<file path="src/rtl/pipe_skid_reg_pkg.sv">
// Shared definitions for the pipeline skid register: occupancy state codes,
// the occupancy bus width and a helper mapping state to occupancy.
package pipe_skid_reg_pkg;

    localparam int PIPE_CNT_W = 2;

    typedef enum logic [1:0] {
        PIPE_ST_EMPTY = 2'd0,
        PIPE_ST_ONE   = 2'd1,
        PIPE_ST_TWO   = 2'd2
    } pipe_st_e;

    // Number of beats held in a given state.
    function automatic logic [PIPE_CNT_W-1:0] pipe_occupancy(input pipe_st_e st);
        logic [PIPE_CNT_W-1:0] occ;
        case (st)
            PIPE_ST_ONE: occ = 2'd1;
            PIPE_ST_TWO: occ = 2'd2;
            default:     occ = 2'd0;
        endcase
        return occ;
    endfunction

endpackage

</file>
<file path="src/rtl/pipe_skid_reg.sv">
// Two-entry skid-buffered pipeline register with a registered in_ready,
// synchronous flush, bubble value while empty and a sticky sideband field.
// The head entry (main) always leaves before the skid entry, so order is kept.
module pipe_skid_reg
    import pipe_skid_reg_pkg::*;
#(
    parameter int               WIDTH  = 32,
    parameter int               SIDE_W = 1,
    parameter logic [WIDTH-1:0] BUBBLE = {WIDTH{1'b0}}
) (
    input  logic                  clk,
    input  logic                  rst,
    input  logic                  flush,
    input  logic                  in_valid,
    input  logic [WIDTH-1:0]      in_data,
    output logic                  in_ready,
    input  logic [SIDE_W-1:0]     side_i,
    output logic                  out_valid,
    output logic [WIDTH-1:0]      out_data,
    input  logic                  out_ready,
    output logic [SIDE_W-1:0]     side_o,
    output logic [PIPE_CNT_W-1:0] count
);

    pipe_st_e         state;
    pipe_st_e         state_nxt;
    logic [WIDTH-1:0] main_q;
    logic [WIDTH-1:0] skid_q;
    logic             in_fire;
    logic             out_fire;

    assign in_fire  = in_valid & in_ready;
    assign out_fire = out_valid & out_ready;

    // State register; reset clears the held beats immediately.
    always_ff @(posedge clk or posedge rst) begin
        if (rst) begin
            state <= PIPE_ST_EMPTY;
        end else begin
            state <= state_nxt;
        end
    end

    // Next-state logic; flush overrides every transition.
    always_comb begin
        state_nxt = state;
        case (state)
            PIPE_ST_EMPTY: begin
                if (in_fire) state_nxt = PIPE_ST_ONE;
            end
            PIPE_ST_ONE: begin
                if (in_fire && !out_fire)      state_nxt = PIPE_ST_TWO;
                else if (out_fire && !in_fire) state_nxt = PIPE_ST_EMPTY;
            end
            PIPE_ST_TWO: begin
                if (out_fire) state_nxt = PIPE_ST_ONE;
            end
            default: state_nxt = PIPE_ST_EMPTY;
        endcase
        if (flush) state_nxt = PIPE_ST_EMPTY;
    end

    // Outputs decoded from the current state; bubble shown while empty.
    always_comb begin
        out_valid = (state != PIPE_ST_EMPTY);
        out_data  = out_valid ? main_q : BUBBLE;
        count     = pipe_occupancy(state);
    end

    // Registered ready: low exactly when the next cycle holds two beats.
    always_ff @(posedge clk or posedge rst) begin
        if (rst) begin
            in_ready <= 1'b1;
        end else begin
            in_ready <= (state_nxt != PIPE_ST_TWO);
        end
    end

    // Payload entries; loaded only on accepted/consumed beats, untouched on flush.
    always_ff @(posedge clk or posedge rst) begin
        if (rst) begin
            main_q <= BUBBLE;
            skid_q <= BUBBLE;
        end else if (!flush) begin
            case (state)
                PIPE_ST_EMPTY: begin
                    if (in_fire) main_q <= in_data;
                end
                PIPE_ST_ONE: begin
                    if (in_fire && out_fire) main_q <= in_data;
                    else if (in_fire)        skid_q <= in_data;
                end
                PIPE_ST_TWO: begin
                    if (out_fire) main_q <= skid_q;
                end
                default: ;
            endcase
        end
    end

    // Sticky sideband: follows accepted beats only, flush leaves it alone.
    always_ff @(posedge clk or posedge rst) begin
        if (rst) begin
            side_o <= '0;
        end else if (in_fire) begin
            side_o <= side_i;
        end
    end

endmodule

</file>
<file path="config.mk">
export PLATFORM = sky130hd
export DESIGN_NAME = pipe_skid_reg
export DESIGN_NICKNAME = d
export VERILOG_FILES = /design/src/rtl/pipe_skid_reg_pkg.sv /design/src/rtl/pipe_skid_reg.sv
export SDC_FILE = /design/constraint.sdc
export NUM_CORES = 1
export LEC_CHECK = 0
export CAP_MARGIN = 25
export CORE_MARGIN = 10
export CORE_UTILIZATION = 50
export CTS_CLUSTER_DIAMETER = 200
export DETAILED_ROUTE_END_ITERATION = 12
export PLACE_DENSITY = 0.83
export SLEW_MARGIN = 25
export SYNTH_ARGS = -nofsm -noshare
export SYNTH_HDL_FRONTEND = slang
export SYNTH_SLANG_ARGS = --single-unit
</file>
<file path="constraint.sdc">
create_clock -name clk -period 2.5 [get_ports clk]
set_input_delay 0.5 -clock clk [delete_from_list [all_inputs] [get_ports clk]]
set_output_delay 0.5 -clock clk [all_outputs]
set_load 0.02 [all_outputs]
</file>
Word level (Yosys, flattened, before mapping)
Cells that the tools add are included.
{"block": "totals", "register_bits": 68, "input_bits": 38, "output_inout_bits": 37, "word_cells": 37}
{"block": "classes", "n_eq_ne": 6, "muxes": 12, "bitwise": 4, "n_reduce_logical": 10}
{"operator": "$mux W32", "count": 4}
{"operator": "$pmux W32 S3", "count": 1}
{"operator": "$mux W2", "count": 5}
{"operator": "$ne A2 B2 Y1 const B", "count": 4}
{"operator": "$pmux W2 S3", "count": 1}
{"operator": "$reduce_and A5 Y1", "count": 1}
{"operator": "$pmux W2 S2", "count": 1}
{"operator": "$reduce_and A4 Y1", "count": 1}
{"operator": "$logic_and A1 B1 Y1", "count": 3}
{"operator": "$reduce_bool A3 Y1", "count": 1}
{"operator": "$and A1 B1 Y1", "count": 2}
{"operator": "$eq A2 B1 Y1 const B", "count": 1}
{"operator": "$eq A2 B2 Y1 const B", "count": 1}
{"operator": "$logic_not A1 Y1", "count": 2}
{"operator": "$logic_not A2 Y1", "count": 1}
{"operator": "$not A1 Y1", "count": 2}
{"operator": "$reduce_bool A2 Y1", "count": 1}

Depth between registers and ports, before layout
{"block": "depth", "ltp_word": 8, "mapped_depth": 5, "depth_no_buf": 4}

Least setup slack after synthesis
OpenSTA, ideal clock, no wires.
{"block": "synth_path", "path_kind": "flip-flop to output port", "startpoint": "register state[1]", "endpoint": "output port out_valid", "t_arrival_ps": 1136, "required_ps": 2000, "slack_ps": 864, "path_stages_with_launch": 4, "path_buffers": 1, "path_cell_list": "dfrtp_1 -> nor2_1 -> clkbuf_1 -> inv_1"}
{"block": "synth_between", "elab_chain_cells": 1}
{"item": "start: declaration", "line_no": "pipe_skid_reg.sv:25", "text": "pipe_st_e state;"}
{"item": "start signal: assignment", "line_no": "pipe_skid_reg.sv:40", "text": "state <= state_nxt;"}
{"item": "$reduce_bool A2 Y1", "line_no": "pipe_skid_reg.sv:65", "text": "out_valid = (state != PIPE_ST_EMPTY);"}
{"item": "end: declaration", "line_no": "pipe_skid_reg.sv:18", "text": "output logic out_valid,"}
Every way passes these cells.

Final worst setup path
{"block": "layout_path", "startpoint": "register state[1]", "endpoint": "output port out_data[1]"}
{"block": "layout_between", "elab_chain_cells": 2}
{"item": "$reduce_bool A2 Y1", "line_no": "pipe_skid_reg.sv:65"}
{"item": "$mux W32", "line_no": "pipe_skid_reg.sv:66", "text": "out_data = out_valid ? main_q : BUBBLE;"}
{"item": "end: declaration", "line_no": "pipe_skid_reg.sv:19", "text": "output logic [WIDTH-1:0] out_data,"}
Every way passes these cells.

==> results.yml <==
sta:
  rsz0062_at_grt: "false"
  period_needed_ns: 2.41
  hold_ws_ns: 0.474
  period_share_pct: 96.4
  fmax_ghz: 0.415
  finalSetupViolCount: 0
  finalHoldViolCount: 0
  finClkSkew_ns: 0.00705
  max_slew_margin_pct: 62.1
  slew_viol_final: 0
  worstMarginPinSlew_ns: 0.568
  setup_tns_ns: 0
global_routing:
  grt_start_max_net_pins: 69
  grt_pass1_wl_um: 12000
  grt_antenna_before_repair: 0
  grt_overflow: 0
  grt_pass1_vias: 2325
  gr-usage-all-layers_pct: 14.9
clocking:
  cts_setup_buffers: 0
  cts_root_buf: "clkbuf_8"
  htreeDepth: 3
  cts-buffers-inserted: 9
  holdBufCountCts: 0
  tritoncts: "built"
  cts.sinks: 68
  clk_latency_ns: 0.34
  clk_pin_slew_ns: 0.07
  cts-resized-gates: 0
  clockBufferDepth: 2
setup_path:
  r2r_start: "in_ready"
  r2r_cells: 5
  cp.arrival_ns: 1.91
  worstReg2RegEnd: "skid_q[6]"
  start_kind: "register"
  required_ns: 2.00
  worst_setup_path_end_kind: "output pin"
  worst-setup-path-type: "register to output pin"
  setup.worst_path.start: "state[1]"
  rrSetupSlack_ns: 0.85
  path_cells: "nor2_2 > buf_4 > nor2b_1 > clkdlybuf4s50_1"
  cpPeakStageDelay_ns: 0.64
  worstPathMaxFanout: 21
  slowest_stage: "clkdlybuf4s50_1"
layout:
  nNetsFinal: 380
  layout_commonest_cell: "clkdlybuf4s50_1"
  diodes: 0
  drive_above_1_share_pct: 19.3
  num-fill-cells: 475
  layout_common_cells: "clkdlybuf4s50_1, dfrtp_1, nand2_1"
  fin_area_um2: 4330
  area_delta_synth_final_pct: 34.0
worst_hold_path:
  hold_path.class: "register to register"
  min_from: "main_q[7]"
  min_to: "main_q[7]"
  hold_depth: 2
drt:
  drtIter0Drc: 98
  via_per_inst: 5.08
  antenna_left: 0
  avgRoutedWirePerCell_um: 17.0
  first_pass_iters: 4
  drt_wl_total_um: 7210
  via_count: 2154
  drc: 0
flow_run:
  maxCapViolCount: 0
yosys:
  ys_seq_area_share_pct: 52.7
  ys_ff_latch: 68
  synth_nets: 304
  synth_cell_types: 22
  synth_area_um2: 3230
  avgSynthCellArea_um2: 12.1
  netlist_instances: 266
  synth_warnings: 0
run_status:
  status: "complete, no violations"
die:
  ios: 75
  core_region_area_um2: 6310
  die_h_um: 100
  die_w_um: 100
  rows: 29
  start_util_pct: 51.2
  die-area_um2: 10100
placed_design:
  port_buffers: 74
  placed_area_um2: 4080
  gp_congestion: 0.752
  hpwl_um: 4970
pwr:
  p_per_area_nw_per_um2: 782
  p_leak_nw: 2.17
  ir_drop_v: 0.000380
kinds of logic after synthesis:
logic type | Yosys count | share of synthesized area (%)
AO/OA/AOI/OAI | 35 | 6.23
flip-flops | 68 | 52.7
multiplexers | 67 | 25.6
AND/OR/NAND/NOR | 75 | 12.0
buffers and inverters | 21 | 3.52
where the power goes:
part           total (mW)  internal (mW)  leakage [nW]  switching (mW)
registers            1.51           1.36         0.837           0.150
clock network        1.11          0.690         0.122           0.423
logic               0.764          0.463          1.21           0.301
total                3.39           2.51          2.17           0.874
registers in the layout, indices dropped and copies added, names as in the netlist:
register and cells:
in_ready 1, main_q 32, skid_q 32, side_o 1
state 2
worst max-delay path, delay by kind of cell, from the launching register on:
family / cells / cell delay (ns)
buffers and inverters: 2 / 0.86
DFF: 1 / 0.45
and+or+nand+nor: 2 / 0.27
area by class of cell:
cell class,instances,area (um2),share of cell area (%)
Tap cell,77,96.3,2.22
Clock buffer,10,138,3.18
Multi-Input combinational cell,177,1420,32.8
Sequential cell,68,1700,39.3
Clock inverter,6,111,2.57
Inverter,5,18.8,0.433
Timing Repair Buffer,81,843,19.5
cell usage after synthesis:
cell type  count  area [um2]
dfstp_2        1        26.3
inv_1          5        18.8
buf_2          8        40.0
clkbuf_2       2        10.0
nand2b_1       2        12.5
mux2i_1       32         320
o22a_1         1        8.76
mux2_2         5        56.3
buf_6          3        33.8
nand2_1       33         124
o21ai_0       31         155
nand2_2        1        6.26
a41oi_4        1        27.5
mux2_4        30         450
nor2b_2        1        8.76
nor2_1         4        15.0
and2b_1        1        7.51
dfrtp_1       67        1680
clkbuf_1       3        11.3
nor2b_1       32         200
o21ai_1        2        10.0
and4bb_2       1        12.5
metal layers:
metal  vias to the layer above  global-route usage [%]  wire (um)  share of wire (%)
met1                      1042                    17.5       3120                 43
met5                         -                       0          0                  0
met4                         0                    5.87         61               0.85
met2                        57                    24.0       3540                 49
met3                         6                    5.70        489                6.8
li1                       1049                       -          -                  -
per-stage QoR:
| stage | cells | utilization, % | power (mW) | setup WS [ns] |
|---|---|---|---|---|
| final | 424 | 68.6 | 3.39 | 0.0891 |
| after CTS | 424 | 68.6 | 3.42 | 0.0157 |
| after detailed placement | 408 | 64.6 | 2.30 | 0.360 |
| after floorplan | 266 | - | 1.99 | 0.290 |
| after global routing | 424 | 68.6 | 3.56 | 0.0142 |
| after global placement | 408 | 64.6 | 2.26 | 0.384 |
how the worst max path moves through the flow:
stage                              to  slack (ns)
final                     out_data[1]        0.09
after global routing      out_data[1]        0.01
after CTS                 out_data[1]        0.02
after detailed placement    skid_q[5]        0.36
after global placement     skid_q[31]        0.38
after floorplan             main_q[0]        0.29
(Power assumes the default switching activity.)
